--- config.mk ---
export PLATFORM = sky130hd
export DESIGN_NAME = booth_multiplier_flat
export DESIGN_NICKNAME = d
export VERILOG_FILES = /design/src/rtl/booth_multiplier_if.sv /design/src/rtl/booth_multiplier.sv /design/src/flat_wrapper.sv
export SDC_FILE = /design/constraint.sdc
export NUM_CORES = 1
export LEC_CHECK = 0
export BUFFER_PORTS_ARGS = -buffer_cell sky130_fd_sc_hd__buf_2
export CAP_MARGIN = 20
export CORE_MARGIN = 2
export CORE_UTILIZATION = 25
export CTS_CLUSTER_SIZE = 16
export DETAILED_ROUTE_END_ITERATION = 8
export REMOVE_ABC_BUFFERS = 1
export SYNTH_ARGS = -nofsm -noshare
export SYNTH_HDL_FRONTEND = slang
export SYNTH_SLANG_ARGS = --single-unit
--- constraint.sdc ---
create_clock -name clk -period 2.18 [get_ports clk]
set_input_delay 0.218 -clock clk [delete_from_list [all_inputs] [get_ports clk]]
set_output_delay 0.218 -clock clk [all_outputs]
set_load 0.01 [all_outputs]
--- src/rtl/booth_multiplier_if.sv ---
// Start/busy/done handshake and operand/product bus for booth_multiplier.
// The master drives the request and operands; the multiplier (slave) returns status and product.
interface booth_multiplier_if #(
    parameter int WIDTH = 8
);
    logic                   start;
    logic [WIDTH-1:0]       a;
    logic [WIDTH-1:0]       b;
    logic                   busy;
    logic                   done;
    logic [2*WIDTH-1:0]     product;

    modport master (
        output start, a, b,
        input  busy, done, product
    );

    modport slave (
        input  start, a, b,
        output busy, done, product
    );
endinterface

--- src/rtl/booth_multiplier.sv ---
// Sequential radix-2 Booth signed multiplier, WIDTH iterations per product.
// Optional macro BOOTH_ZERO_SKIP_EN: a zero operand finishes in one cycle without entering RUN.
//
// state | meaning
// IDLE  | waiting for start; operands latched on accept
// RUN   | one Booth add/shift iteration per clock, WIDTH in total
// DONE  | product valid, done pulse for one cycle
module booth_multiplier #(
    parameter int WIDTH = 8
) (
    input  logic               clk,
    input  logic               rst,
    booth_multiplier_if.slave  bus
);
    localparam int CW = $clog2(WIDTH + 1);

    typedef enum logic [1:0] {
        IDLE = 2'd0,
        RUN  = 2'd1,
        DONE = 2'd2
    } state_t;

    state_t               state;
    state_t               state_nxt;
    logic [WIDTH:0]       acc;
    logic [WIDTH:0]       mcand;
    logic [WIDTH:0]       neg_mcand;
    logic [WIDTH:0]       a_ext;
    logic [WIDTH:0]       sum;
    logic [WIDTH:0]       acc_sh;
    logic [WIDTH-1:0]     q;
    logic [WIDTH-1:0]     q_sh;
    logic                 q_m1;
    logic [CW-1:0]        cnt;
    logic [2*WIDTH-1:0]   product;
    logic                 zero_op;
    logic                 last_iter;

`ifdef BOOTH_ZERO_SKIP_EN
    assign zero_op = (bus.a == '0) || (bus.b == '0);
`else
    assign zero_op = 1'b0;
`endif

    // One extra bit keeps -M exact when M is the most negative operand.
    assign a_ext     = {bus.a[WIDTH-1], bus.a};
    assign last_iter = (cnt == CW'(1));

    always_ff @(posedge clk or posedge rst) begin
        if (rst) begin
            state <= IDLE;
        end else begin
            state <= state_nxt;
        end
    end

    always_comb begin
        state_nxt = state;
        case (state)
            IDLE: begin
                if (bus.start) begin
                    state_nxt = zero_op ? DONE : RUN;
                end
            end
            RUN: begin
                if (last_iter) begin
                    state_nxt = DONE;
                end
            end
            DONE:    state_nxt = IDLE;
            default: state_nxt = IDLE;
        endcase
    end

    always_comb begin
        sum = acc;
        case ({q[0], q_m1})
            2'b01:   sum = acc + mcand;
            2'b10:   sum = acc + neg_mcand;
            default: sum = acc;
        endcase
        acc_sh = {sum[WIDTH], sum[WIDTH:1]};
        q_sh   = {sum[0], q[WIDTH-1:1]};
    end

    always_ff @(posedge clk or posedge rst) begin
        if (rst) begin
            acc       <= '0;
            mcand     <= '0;
            neg_mcand <= '0;
            q         <= '0;
            q_m1      <= 1'b0;
            cnt       <= '0;
            product   <= '0;
        end else begin
            case (state)
                IDLE: begin
                    if (bus.start) begin
                        mcand     <= a_ext;
                        neg_mcand <= ~a_ext + {{WIDTH{1'b0}}, 1'b1};
                        acc       <= '0;
                        q         <= bus.b;
                        q_m1      <= 1'b0;
                        cnt       <= CW'(WIDTH);
                        if (zero_op) begin
                            product <= '0;
                        end
                    end
                end
                RUN: begin
                    acc  <= acc_sh;
                    q    <= q_sh;
                    q_m1 <= q[0];
                    cnt  <= cnt - 1'b1;
                    if (last_iter) begin
                        product <= {acc_sh[WIDTH-1:0], q_sh};
                    end
                end
                default: ;
            endcase
        end
    end

    assign bus.busy    = (state == RUN);
    assign bus.done    = (state == DONE);
    assign bus.product = product;
endmodule

--- src/flat_wrapper.sv ---
// flat-port wrapper written by rule: the top's interface ports become plain ports
module booth_multiplier_flat 
#(
    parameter int WIDTH = 8
)
  (clk, rst, bus_start, bus_a, bus_b, bus_busy, bus_done, bus_product);
  booth_multiplier_if #(.WIDTH(WIDTH)) bus_i ();
  input  logic clk;
  input  logic rst;
  input wire logic [$bits(bus_i.start)-1:0] bus_start;
  input wire logic [$bits(bus_i.a)-1:0] bus_a;
  input wire logic [$bits(bus_i.b)-1:0] bus_b;
  output wire logic [$bits(bus_i.busy)-1:0] bus_busy;
  output wire logic [$bits(bus_i.done)-1:0] bus_done;
  output wire logic [$bits(bus_i.product)-1:0] bus_product;
  assign bus_i.start = bus_start;
  assign bus_i.a = bus_a;
  assign bus_i.b = bus_b;
  assign bus_busy = bus_i.busy;
  assign bus_done = bus_i.done;
  assign bus_product = bus_i.product;
  booth_multiplier #(.WIDTH(WIDTH)) u_core (.clk(clk), .rst(rst), .bus(bus_i));
endmodule
; ---- Word level (Yosys, flattened, before mapping)
; Index checks and enable logic that the tools add are counted.
[totals]
register_bits = 57
elab_cells = 38
[op_classes]
reduce_logical = 6
mux = 12
n_addsub = 4
eq_ne = 7
n_bitwise = 1
[ops]
columns = operator, n
row1 = 9-bit case mux with 2 select lines, 2
row2 = 9-bit adder, 2
row3 = 8-bit case mux with 2 select lines, 1
row4 = "9-bit by 1-bit adder with 9-bit output, second input constant", 1
row5 = 9-bit two-way mux, 1
row6 = 9-bit inverter, 1
row7 = 8-bit two-way mux, 1
row8 = 4-bit case mux with 2 select lines, 1
row9 = 2-bit AND reduction, 4
row10 = "2-bit by 1-bit equality test with 1-bit output, second input constant", 2
row11 = "2-bit equality test, second input constant", 2
row12 = "4-bit by 1-bit equality test with 1-bit output, second input constant", 1
row13 = 2-bit two-way mux, 2
row14 = 4-bit two-way mux, 1
row15 = 2-bit case mux with 2 select lines, 1
row16 = "4-bit by 1-bit subtractor with 4-bit output, second input constant", 1
row17 = 2-bit zero test, 1
row18 = "2-bit by 1-bit inequality test with 1-bit output, second input constant", 1
row19 = "2-bit inequality test, second input constant", 1
row20 = 1-bit case mux with 2 select lines, 1
row21 = 2-bit nonzero test, 1
row22 = 1-bit two-way mux, 1

; ---- Logic depth before layout (Yosys ltp)
; Gate-level depths: netlist of run 1.
[logic_depth]
word_depth = 3
ltp_mapped = 10
mapped_depth_nobuf = 9

; ---- Worst setup path before layout of run 1
; Ideal clock, no wire load.
[synth_timing]
path_kind = reg-to-reg
startpoint = register u_core.q_m1
endpoint = register u_core.acc[5]
slack_ps = -136
path_stages_with_launch = 11
t_required_ps = 2046
t_arrival_ps = 2182
period_less_slack_ps = 2316
setup_time_ps = 134
cell_sequence = dfrtp_1 > inv_1 > ha_1 > buf_4 > mux2_2 > fa_1 > nand3_1 > a21oi_1 > or3_1 > a31oi_1 > o21ai_0
[synth_via]
elab_chain_len = 3
elab_cells_between_ends = 4
cone_classes = 2 x eq/ne / 2 x mux
[synth_lines]
columns = element, line
row1 = from (decl), booth_multiplier.sv:33  ; logic q_m1;
row2 = from (signal assigned), booth_multiplier.sv:113  ; q_m1 <= q[0];
row3 = 2-bit equality test or 2-bit by 1-bit equality test with 1-bit output (tied branches), booth_multiplier.sv:77  ; case ({q[0], q_m1})
row4 = 9-bit case mux with 2 select lines *, booth_multiplier.sv:77
row5 = 9-bit case mux with 2 select lines *, booth_multiplier.sv:96  ; case (state)
row6 = to (signal assigned), booth_multiplier.sv:111  ; acc <= acc_sh;
row7 = to (decl), booth_multiplier.sv:25  ; logic [WIDTH:0] acc;
; Every way passes the cells marked *; elsewhere a longest branch is shown, timed or not.
; A chain may end at the register's enable or synchronous reset.

; ---- Worst setup path after layout of run 1
[layout_timing]
startpoint = register u_core.q[0]
endpoint = register u_core.product[14] (netlist: u_core.bus.product[14])
[layout_via]
elab_chain_len = 2
elab_cells_between_ends = 3
cone_classes = 2 x eq/ne / 1 x mux
[layout_lines]
columns = element, line
row1 = from (decl), booth_multiplier.sv:31  ; logic [WIDTH-1:0] q;
row2 = from (signal assigned), booth_multiplier.sv:102  ; q <= bus.b;
row3 = from (signal assigned), booth_multiplier.sv:112  ; q <= q_sh;
row4 = 2-bit equality test or 2-bit by 1-bit equality test with 1-bit output (tied branches), booth_multiplier.sv:77
row5 = 9-bit case mux with 2 select lines *, booth_multiplier.sv:77
row6 = to (signal assigned), booth_multiplier.sv:116  ; product <= {acc_sh[WIDTH-1:0], q_sh};
row7 = to (decl), booth_multiplier.sv:35  ; logic [2*WIDTH-1:0] product;
; Marks and branches as above.

==> out/metrics.sh, run 1 <==
CRIT_PATH_START_KIND='flip-flop'
DRTPASS1ITERATIONS=4
DETAIL_ROUTE.WIRELENGTH_UM=6571
WORSTPATHMAXFANOUT=6
POWER_mW=6.273
IO_PINS=37
OUTCOME='complete, but fails checks'
DETAILED_PLACE_HPWL_UM=4653
SETUP_REPAIR_AFTER_GLOBAL_ROUTING_MISSED_ITS_MARGIN='yes'
FLOORPLAN.DIE.WIDTH_UM=111.2
FIRST_ITER_VIOLATIONS=88
SYN_AVG_CELL_AREA_UM2=9.644
FIN_CELLS=497
SYN2LAYOUT_AREA_GROWTH_PCT=30.91
WORST-R2R-SETUP-SLACK_NS=-0.14
SYNTHESIS.YOSYS.WARNINGS=0
NETLIST_INSTANCES=298
SEQ_AREA_FRAC_SYNTH=0.4789
DETAILROUTE.VIA_COUNT=2270
PLACE.PORT_BUFFERS=36
WORST_CLOCK_SKEW_NS=0.008762
INITIAL_CORE_UTILIZATION=0.2539
GRT_ANTENNA_BEFORE_REPAIR=0
FINAL_CORE_UTIL=0.3323
CLK_PATH_BUF_DEPTH=2
P_INT_mW=3.766
CORE_REGION_AREA_MM2=0.01132
PERIOD_NEEDED_NS=2.319
CRIT_TYPE='flip-flop to flip-flop'
FINALMAXSLEWVIOLATIONS=0
WORSTREGTOREGCELLS=10
CTS_BUFFERS=5
NUMBER_OF_NETS_WITH_ANTENNA_VIOLATIONS_AFTER_DETAILED_ROUTING=0
POWER_FRAC_CLOCK=0.131
REQUIRED_TIME_AT_THE_WORST_SLACK_ENDPOINT_NS=2.36
TRITONCTS_NUM_SINKS=55
GRT_START_MAX_NET_PINS=35
CTS.REPORTEDPATHS.CLKPINSLEW_NS=0.07
GP_CONGESTION=0.8689
ASYNC_RESET_FF_FRAC=1.000
WORST_SKEW_PAIR.LATE_LATENCY_NS=0.29
WORSTREG2REGSTART='u_core.q[0]$_DFFE_PP0P_'
NETSWITCHINGFRACTION=0.3997
WORSTSETUPENDPOINTTYPE='flip-flop'
DIEAREA_MM2=0.01237
LAUNCHING_INSTANCE_OR_PORT_OF_THE_CRITICAL_PATH='u_core.q[0]$_DFFE_PP0P_'
HOLD_WS_NS=0.1432
PLACED_AREA_MM2=0.003323
DIE-HEIGHT_UM=111.2
PWR_DENSITY_CELL_mW_PER_MM2=1667
LAYOUT.NETS=385
MIN-DELAY-PATH-CLASS='primary input to flip-flop'
LAYOUT_CELL_SHARE_WITH_DRIVE_STRENGTH_BEYOND_1=0.3390
CTS.HTREE.LEVELS=2
FINAL-SETUP-VIOL-COUNT=8
CORE.ROWCOUNT=39
FILLCELLCOUNT=1160
CTS_ROOT_BUF='clkbuf_16'
COMB_POWER_SHARE=0.575
CRIT_ARRIVAL_NS=2.50
SYNTH-MAIN-FF-CELL='dfrtp_1'
MAX-VDD-IR-DROP_mV=0.5013
ROUTED_VIA_DENSITY=4.567
SEQ_POWER_SHARE=0.295
SYNTH_SEQ_CELLS=55
MAX_CAP_VIOL_COUNT=0
CRIT_END='u_core.bus.product[14]$_DFFE_PP0P_'
SYNTH.LIB_CELLS_USED.DISTINCT=43
CRITICAL_PATH.REG2REG.ENDPOINT='u_core.bus.product[14]$_DFFE_PP0P_'
FRACTION_OF_THE_CYCLE_THE_FINAL_WORST_PATH_NEEDS=1.064
DP.CELLS=483
MAXSLEWHEADROOM=0.6637
HOLD_VIOLATIONS=0
TRITONCTS_CLOCK_TREE='done'
ANTENNA_CELLS=0
FINAL_CRITICAL_PATH_SETUP_SLACK_NS=-0.1394
POWER.NET_SWITCHING_mW=2.508
GRT_PASS1_WL_UM=11050
ROUTE.DETAILED.DRC=0
SYNTH-EDFF-COUNT=0
POST_SYNTH_INSTANCE_AREA_MM2=0.002874
WORST_SLEW_PIN_SLEW_NS=0.5037
GRT.TOTAL_USAGE=0.1074
VIOLATED_CHECKS='setup timing'
FIN_AREA_MM2=0.003762
LEAKAGE_POWER_nW=1.759
VIAS_IN_THE_FIRST_GLOBAL_ROUTE=2328
CLOCK.FMAX_MHz=431.1
GLOBALROUTEOVERFLOWTOTAL=0
WL_PER_CELL_UM=13.22
-- cells in the mapped netlist, drive strengths merged, types with 7 or more instances --
| master | n | area share |
|---|---|---|
| o21ai | 35 | 0.061 |
| buf | 8 | 0.017 |
| mux2 | 15 | 0.059 |
| dfrtp | 55 | 0.48 |
| a21oi | 22 | 0.040 |
| ha | 12 | 0.052 |
| and3b | 7 | 0.021 |
| xor2 | 7 | 0.021 |
| nand2 | 67 | 0.091 |
| nor2 | 10 | 0.013 |
| inv | 11 | 0.015 |
| mux2i | 8 | 0.028 |
-- critical path, cell delays in order, from the launching register on --
cell and delay, ns:
dfrtp_1 0.42, ha_4 0.19, buf_6 0.13, mux2_4 0.31, ha_4 0.19, buf_6 0.12
o211ai_4 0.18, o211ai_2 0.12, a21oi_2 0.22, mux2i_1 0.24, nand2_1 0.08
-- layout by cell type, fill, tap and decap left out, types with 7 or more instances in the layout --
cell type and n:
nand2_1 63, dfrtp_1 55, buf_2 36, o21ai_0 24, buf_4 21, a21oi_1 14, o21ai_1 9, nor2_1 8
mux2_2 8, mux2i_1 8, ha_4 8, a21oi_2 7, inv_1 7, xor2_1 7, and3b_1 7, mux2_4 7
-- per-layer routing --
layer,GRT usage,up-vias,share of wire
met5,0,-,0
met2,0.1894,32,0.51
li1,-,1137,-
met3,0.02023,7,0.025
met1,0.1338,1094,0.46
met4,0.03045,0,0.012
-- cell families after synthesis --
logic type / share of synthesized area
simple gates: 0.1646
compound gates: 0.1337
flops: 0.4789
buf+inv: 0.04049
mux: 0.08664
fa+ha+maj: 0.05921
xor+xnor: 0.03657
-- stage by stage --
stage / TNS, ns / worst slack, ns
5_1_grt: -1.542 / -0.2283
6_report: -0.4666 / -0.1394
3_3_place_gp: -1.922 / -0.2144
3_5_place_dp: -2.543 / -0.2801
2_1_floorplan: -1.503 / -0.2167
4_1_cts: -0.4416 / -0.1031
-- power groups by stage --
stage	clock (mW)	sequential [mW]	combinational [mW]
2_1_floorplan	0	1.83	1.78
3_3_place_gp	0	1.83	2.72
3_5_place_dp	0	1.84	2.79
4_1_cts	0.832	1.85	3.32
5_1_grt	0.868	1.91	3.96
6_report	0.820	1.85	3.61
-- state kept, by name (all words and copies together), names as in the netlist --
name and count:
u_core.q_m1 1, u_core.bus.product 16, u_core.mcand 7, u_core.neg_mcand 9, u_core.q 8, u_core.acc 8
u_core.state 2, u_core.cnt 4
-- how the worst min path moves through the flow --
stage	start	to	slack [ns]	cells after the start
global placement	rst	u_core.bus.product[8]$_DFFE_PP0P_	0.27	2
CTS	bus_a[7]	u_core.neg_mcand[8]$_DFFE_PP0P_	0.15	2
finish	bus_a[7]	u_core.neg_mcand[8]$_DFFE_PP0P_	0.14	2
global route	bus_a[7]	u_core.neg_mcand[8]$_DFFE_PP0P_	0.15	2
detailed placement	rst	u_core.bus.product[8]$_DFFE_PP0P_	0.28	2
floorplan	bus_a[7]	u_core.neg_mcand[8]$_DFFE_PP0P_	0.31	1
-- layout make-up --
cell class | instances | area (µm²) | share of cell area
clock buffers | 7 | 142.6 | 0.03791
clock inverters | 1 | 8.758 | 0.002328
inverters | 11 | 43.79 | 0.01164
multi-input cells | 218 | 1610 | 0.4280
flip-flops and latches | 55 | 1376 | 0.3658
well taps | 143 | 178.9 | 0.04756
repair buffers | 62 | 401.6 | 0.1068
-- what timing repair did --
item,4_1_cts,5_1_grt
hold endpoints to repair,21,0
endpoints found under the setup margin,14,13
hold buffers,1,0
cloned,0,0
setup buffers,3,2
gates resized for setup,34,20
pin swaps,14,16
Note: power is estimated with default switching activity, not from simulation.
==> inputs of run 2 (changes only) <==
--- a/config.mk
+++ b/config.mk
@@ -5,7 +5,7 @@
 export SDC_FILE = /design/constraint.sdc
 export NUM_CORES = 1
 export LEC_CHECK = 0
-export BUFFER_PORTS_ARGS = -buffer_cell sky130_fd_sc_hd__buf_2
+export BUFFER_PORTS_ARGS = -buffer_cell sky130_fd_sc_hd__clkbuf_2
 export CAP_MARGIN = 20
 export CORE_MARGIN = 2
 export CORE_UTILIZATION = 25
==> constraint.sdc (replaced) <==
create_clock -name clk -period 2.47 [get_ports clk]
set_input_delay 0.247 -clock clk [delete_from_list [all_inputs] [get_ports clk]]
set_output_delay 0.247 -clock clk [all_outputs]
set_load 0.01 [all_outputs]
==> out/metrics.sh, run 2 (synthesized netlist as in run 1, its figures left out) <==
MIN-DELAY-PATH-CLASS='primary input to async pin'
CRIT_PATH_FREQUENT_CELL='o211ai_2'
GRT_ANTENNA_BEFORE_REPAIR=0  # unchanged
COMMONEST_CELLS_AFTER_ROUTING_FILL_AND_TAPS_ASIDE='nand2_1 (65), dfrtp_1 (55), clkbuf_2 (36)'
SYN2LAYOUT_AREA_GROWTH_PCT=21.55
TRITONCTS_CLOCK_TREE='done'
DETAILED_PLACE_HPWL_UM=4625  # -0.60%
INITIAL_CORE_UTILIZATION=0.2539  # unchanged
CTS.REPORTEDPATHS.CLKPINSLEW_NS=0.07  # about the same
WL_PER_CELL_UM=13.68  # +3.4%
CORE_REGION_AREA_MM2=0.01132  # unchanged
IO_PINS=37  # unchanged
OUTCOME='complete, but fails checks'
CTS.HTREE.LEVELS=2  # unchanged
NUMBER_OF_NETS_WITH_ANTENNA_VIOLATIONS_AFTER_DETAILED_ROUTING=0  # unchanged
CRIT_ARRIVAL_NS=2.64  # +0.14 ns
WORST_SKEW_PAIR.LATE_LATENCY_NS=0.29  # about the same
CORE.ROWCOUNT=39  # unchanged
FINALMAXSLEWVIOLATIONS=0  # unchanged
REQUIRED_TIME_AT_THE_WORST_SLACK_ENDPOINT_NS=2.70  # +0.34 ns
FIRST_ITER_VIOLATIONS=107  # +22%
GLOBALROUTEOVERFLOWTOTAL=0  # unchanged
DIE-HEIGHT_UM=111.2  # unchanged
POWER_mW=4.941  # -21%
PERIOD_NEEDED_NS=2.413  # +0.09310 ns
LAYOUT_CELL_SHARE_WITH_DRIVE_STRENGTH_BEYOND_1=0.2567  # -0.08227
GRT.TOTAL_USAGE=0.1042  # -0.003169
PWR_DENSITY_CELL_mW_PER_MM2=1414  # -15%
WORSTREG2REGSTART='u_core.q_m1$_DFFE_PP0P_'
FRACTION_OF_THE_CYCLE_THE_FINAL_WORST_PATH_NEEDS=0.9767  # -0.08722
FLOORPLAN.DIE.WIDTH_UM=111.2  # unchanged
LARGEST_REGISTERS='u_core.bus.product: 16 flops, u_core.neg_mcand: 9 flops'
PLACE.PORT_BUFFERS=36  # unchanged
MAX_CAP_VIOL_COUNT=0  # unchanged
CRITICAL-PATH-TOP-DELAY-FAMILY='adder cells'
WORSTPATHMAXFANOUT=6  # unchanged
LARGEST_REG_FLOPS=16  # unchanged
DIEAREA_MM2=0.01237  # unchanged
CLOCK.FMAX_MHz=414.5  # -3.9%
LEAKAGE_POWER_nW=1.642  # -6.7%
MULTI_INPUT_COMB_AREA_MM2=0.001455  # -9.6%
TRITONCTS_NUM_SINKS=55  # unchanged
HOLD_VIOLATIONS=21  # +21
GRT_START_MAX_NET_PINS=32  # -8.6%
TNS_NS=0  # +0.4666 ns
CLK_PATH_BUF_DEPTH=2  # unchanged
ANTENNA_CELLS=0  # unchanged
ROUTED_VIA_DENSITY=4.669  # +2.2%
CRIT_BUF_INV=2  # unchanged
CTS_BUFFERS=5  # unchanged
GRT_PASS1_WL_UM=10740  # -2.8%
WORST_CLOCK_SKEW_NS=0.004993  # -0.003769 ns
CRIT_PATH_START_KIND='flip-flop'
CRIT_TYPE='flip-flop to flip-flop'
FILLCELLCOUNT=1196  # +3.1%
CRIT_PATH_CELL_TRACE='inv_1, ha_2, buf_6, mux2_2, ha_4, o211ai_2, o211ai_2, a21oi_2, or4_1, nand3_1'
MAX_FLOP_REGISTER='u_core.bus.product'
LAYOUT.AREA.SEQ_MM2=0.001376  # unchanged
VIAS_IN_THE_FIRST_GLOBAL_ROUTE=2282  # -2.0%
DETAILROUTE.VIA_COUNT=2232  # -1.7%
LAYOUT_COMMONEST_CELL='nand2_1'
WORSTSETUPENDPOINTTYPE='flip-flop'
LAUNCHING_INSTANCE_OR_PORT_OF_THE_CRITICAL_PATH='u_core.q_m1$_DFFE_PP0P_'
ROUTE.DETAILED.DRC=0  # unchanged
MAX-VDD-IR-DROP_mV=0.4323  # -14%
CRITICAL-PATH-MAX-STAGE-DELAY_NS=0.39  # -0.03 ns
VIOLATED_CHECKS='hold timing'
GP_CONGESTION=0.8711  # +0.25%
LAYOUT.NETS=366  # -4.9%
CTS_ROOT_BUF='clkbuf_16'
DRTPASS1ITERATIONS=4  # unchanged
WORST_SLEW_PIN_SLEW_NS=0.6679  # +0.1643 ns
HOLD_WS_NS=-0.009984  # -0.1531 ns
FINAL-SETUP-VIOL-COUNT=0  # -8
CRIT_PATH_TOP_DELAY_CELL='dfrtp_1'
DETAIL_ROUTE.WIRELENGTH_UM=6537  # -0.52%
MAXSLEWHEADROOM=0.5538  # -0.1099
## run 2: cell types whose count changed in the layout (fill, tap and decap cells not counted), sizes merged
cell         before  now
clkinv            1    0
buf              61    7
bufinv            0    1
dlygate4sd3       1    0
clkbuf            7   42
inv              11   12
## run 2: per-stage QoR
stage                     instance area (µm²)    util  std cells  setup slack, ns
after floorplan                          2801       -        284          0.07332
after global placement                   3223  0.2847        468          0.07713
after detailed placement                 3223  0.2847        468          0.01994
after CTS                                3401  0.3004        476          0.01097
after global routing                     3493  0.3086        478         -0.03311
final                                    3493  0.3086        478          0.05749
## run 2: final timing paths
kind | end | slack, ns | cells past startpoint
hold reg to reg | u_core.bus.product[2]$_DFFE_PP0P_ | 0.48 | 2
setup reg to reg | u_core.acc[6]$_DFFE_PP0P_ | 0.06 | 10
hold / removal | u_core.bus.product[9]$_DFFE_PP0P_ | -0.01 | 2
max in group asynchronous | u_core.neg_mcand[2]$_DFFE_PP0P_ | 1.91 | 3
setup / recovery | u_core.acc[6]$_DFFE_PP0P_ | 0.06 | 10
min in group clk | u_core.neg_mcand[8]$_DFFE_PP0P_ | 0.21 | 2
## run 2: final cells by class
type,count,area share
multi-input combinational,218,0.4165
clock buffer,6,0.03976
timing repair buffer,43,0.07486
tap,143,0.05122
inverter,11,0.01254
sequential,55,0.3940
clock inverter,2,0.01110
## run 2: repair_timing
action                                  4_1_cts  5_1_grt
gates resized for setup                       0       16
buffers inserted                              0        2
endpoints found under the setup margin        0        9
hold buffers                                  0        0
## run 2: layer usage
layer	wire length [µm]	track usage
met4	65	0.03786
met1	3050	0.1340
met3	203	0.02078
met2	3217	0.1740
met5	0	0
## run 2: report_power, final
group | switching (mW) | leakage [nW] | total [mW] | internal [mW]
clock network | 0.331 | 0.0875 | 0.842 | 0.511
registers | 0.326 | 0.684 | 1.65 | 1.32
logic | 1.33 | 0.870 | 2.45 | 1.12
==> inputs of run 3 (changes only) <==
==> constraint.sdc (replaced) <==
create_clock -name clk -period 2.2 [get_ports clk]
set_input_delay 0.22 -clock clk [delete_from_list [all_inputs] [get_ports clk]]
set_output_delay 0.22 -clock clk [all_outputs]
set_load 0.01 [all_outputs]
==> out/metrics.sh, run 3 (synthesized netlist as in run 1, its figures left out) <==
GRT.TOTAL_USAGE=0.1074  # +0.003223
WORST_SLEW_PIN_SLEW_NS=0.5702  # -0.09779 ns
GLOBALROUTEOVERFLOWTOTAL=0  # unchanged
VIOLATED_CHECKS='setup timing'
WORSTSETUPENDPOINTTYPE='flip-flop'
DETAILED_PLACE_HPWL_UM=4653  # +0.61%
INITIAL_CORE_UTILIZATION=0.2539  # unchanged
WL_PER_CELL_UM=13.44  # -1.7%
CRIT_ARRIVAL_NS=2.48  # -0.16 ns
CRIT_TYPE='flip-flop to flip-flop'
MIN-DELAY-PATH-CLASS='primary input to flip-flop'
REQUIRED_TIME_AT_THE_WORST_SLACK_ENDPOINT_NS=2.38  # -0.32 ns
PLACED_AREA_MM2=0.003316  # +2.9%
GRTUSAGEMET3=0.01750  # -0.003280
GP_CONGESTION=0.8677  # -0.39%
SYN2LAYOUT_AREA_GROWTH_PCT=30.74
LARGEST_REGISTERS='u_core.bus.product: 16 flops, u_core.neg_mcand: 9 flops'
COMMONEST_CELLS_AFTER_ROUTING_FILL_AND_TAPS_ASIDE='nand2_1 (62), dfrtp_1 (55), clkbuf_2 (36)'
DETAILROUTE.VIA_COUNT=2265  # +1.5%
FINAL-SETUP-VIOL-COUNT=8  # +8
GRT_PASS1_WL_UM=11160  # +3.9%
IO_PINS=37  # unchanged
VIAS_IN_THE_FIRST_GLOBAL_ROUTE=2360  # +3.4%
GRT_UTIL_MET1=0.1353  # +0.001328
FIRST_ITER_VIOLATIONS=96  # -10%
WORST_SKEW_PAIR.LATE_LATENCY_NS=0.29  # about the same
OUTCOME='complete, but fails checks'
ROUTED_VIA_DENSITY=4.576  # -2.0%
CTS_ROOT_BUF='clkbuf_16'
HOLD_VIOLATIONS=0  # -100%
WORST_CLOCK_SKEW_NS=0.008631  # +0.003637 ns
LAYOUT_CELL_SHARE_WITH_DRIVE_STRENGTH_BEYOND_1=0.3324  # +0.07567
DETAIL_ROUTE.WIRELENGTH_UM=6652  # +1.8%
FRACTION_OF_THE_CYCLE_THE_FINAL_WORST_PATH_NEEDS=1.045  # +0.06845
DIE-HEIGHT_UM=111.2  # unchanged
MAX_CAP_VIOL_COUNT=0  # unchanged
CTS.HTREE.LEVELS=2  # unchanged
SEQ_POWER_SHARE=0.297  # -0.037
SETUP_REPAIR_AFTER_GLOBAL_ROUTING_MISSED_ITS_MARGIN='yes'
TNS_NS=-0.4454  # -0.4454 ns
MAX_FLOP_REGISTER='u_core.bus.product'
WORSTPATHMAXFANOUT=6  # unchanged
P_INT_mW=3.707  # +25%
CRIT_PATH_START_KIND='flip-flop'
CTS_BUFFERS=5  # unchanged
CLK_PATH_BUF_DEPTH=2  # unchanged
NUMBER_OF_NETS_WITH_ANTENNA_VIOLATIONS_AFTER_DETAILED_ROUTING=0  # unchanged
FIN_AREA_MM2=0.003757  # +7.6%
CTS.REPORTEDPATHS.CLKPINSLEW_NS=0.07  # about the same
LEAKAGE_POWER_nW=1.757  # +7.0%
PERIOD_NEEDED_NS=2.299  # -0.1131 ns
FINAL_CRITICAL_PATH_SETUP_SLACK_NS=-0.09939  # -0.1569 ns
PLACE.PORT_BUFFERS=36  # unchanged
COMB_POWER_SHARE=0.580  # +0.084
NETSWITCHINGFRACTION=0.4056  # +0.004155
POWER_FRAC_CLOCK=0.123  # -0.047
FINALMAXSLEWVIOLATIONS=0  # unchanged
MAX-VDD-IR-DROP_mV=0.4913  # +14%
ANTENNA_CELLS=0  # unchanged
GLOBAL_ROUTE.PEAK_USAGE_LAYER='met2'
CLOCK.FMAX_MHz=434.9  # +4.9%
LAYOUT.NETS=384  # +4.9%
DIEAREA_MM2=0.01237  # unchanged
FLOORPLAN.DIE.WIDTH_UM=111.2  # unchanged
ROUTE.DETAILED.DRC=0  # unchanged
TRITONCTS_NUM_SINKS=55  # unchanged
CORE.ROWCOUNT=39  # unchanged
MAXSLEWHEADROOM=0.6193  # +0.06556
POWER.NET_SWITCHING_mW=2.529  # +28%
TRITONCTS_CLOCK_TREE='done'
GRT_START_MAX_NET_PINS=32  # unchanged
CORE_REGION_AREA_MM2=0.01132  # unchanged
GRT_ANTENNA_BEFORE_REPAIR=0  # unchanged
PWR_DENSITY_CELL_mW_PER_MM2=1660  # +17%
GRTUSAGEMET2=0.1907  # +0.01667
LARGEST_REG_FLOPS=16  # unchanged
DRTPASS1ITERATIONS=4  # unchanged
LAYOUT_COMMONEST_CELL='nand2_1'
[run 3: worst max-delay path, stage by stage (launching register included)]
cell and delay (ns):
dfrtp_1 0.40, inv_2 0.08, ha_4 0.16, buf_6 0.14, mux2_4 0.32, ha_4 0.27, a21oi_2 0.21, o211ai_2 0.13
a21oi_2 0.19, mux2i_1 0.22, nand2_1 0.06
[run 3: through the flow]
stage | total power, mW | std cells | setup WS, ns | util | hold WS, ns
2_1_floorplan | 3.582 | 284 | -0.1967 | - | 0.3169
3_3_place_gp | 4.491 | 482 | -0.1781 | 0.2929 | 0.2853
3_5_place_dp | 4.577 | 482 | -0.2495 | 0.2929 | 0.3014
4_1_cts | 5.861 | 492 | -0.09986 | 0.3215 | 0.1583
5_1_grt | 6.705 | 495 | -0.1718 | 0.3319 | 0.1825
6_report | 6.236 | 495 | -0.09939 | 0.3319 | 0.1604
[run 3: timing repair]
item                                    CTS  global route
endpoints found under the hold margin     2             0
pin swaps                                13            13
hold buffers                              1             0
endpoints found under the setup margin   14            14
gates resized for setup                  33            23
buffers inserted                          3             3
[run 3: worst paths after layout]
path | slack, ns | start | endpoint | cells after the start
worst min register to register | 0.48 | u_core.bus.product[2]$_DFFE_PP0P_ | u_core.bus.product[2]$_DFFE_PP0P_ | 2
worst max register to register | -0.1 | u_core.q_m1$_DFFE_PP0P_ | u_core.bus.product[14]$_DFFE_PP0P_ | 10
min in group asynchronous | 0.51 | rst | u_core.bus.product[9]$_DFFE_PP0P_ | 3
max in group asynchronous | 1.13 | rst | u_core.acc[6]$_DFFE_PP0P_ | 4
worst max-delay path | -0.1 | u_core.q_m1$_DFFE_PP0P_ | u_core.bus.product[14]$_DFFE_PP0P_ | 10
worst min-delay path | 0.16 | bus_a[7] | u_core.neg_mcand[8]$_DFFE_PP0P_ | 2
[run 3: metal layers]
| metal | part of all wire | up-vias |
|---|---|---|
| li1 | - | 1129 |
| met1 | 0.46 | 1102 |
| met3 | 0.022 | 5 |
| met2 | 0.51 | 29 |
| met5 | 0 | - |
| met4 | 0.010 | 0 |
[run 3: power groups by stage]
stage	Clock [mW]	Combinational (mW)	Sequential [mW]
2_1_floorplan	0	1.76	1.82
3_3_place_gp	0	2.66	1.83
3_5_place_dp	0	2.74	1.84
4_1_cts	0.785	3.23	1.85
5_1_grt	0.818	3.97	1.92
6_report	0.766	3.62	1.85
[run 3: cell type report]
cell class,instances,area (µm²)
well taps,143,178.9
multi-input cells,218,1618
inverters,11,43.79
flip-flops and latches,55,1376
repair buffers,61,401.6
clock inverters,2,13.76
clock buffers,5,125.1
fillers,1154,7564
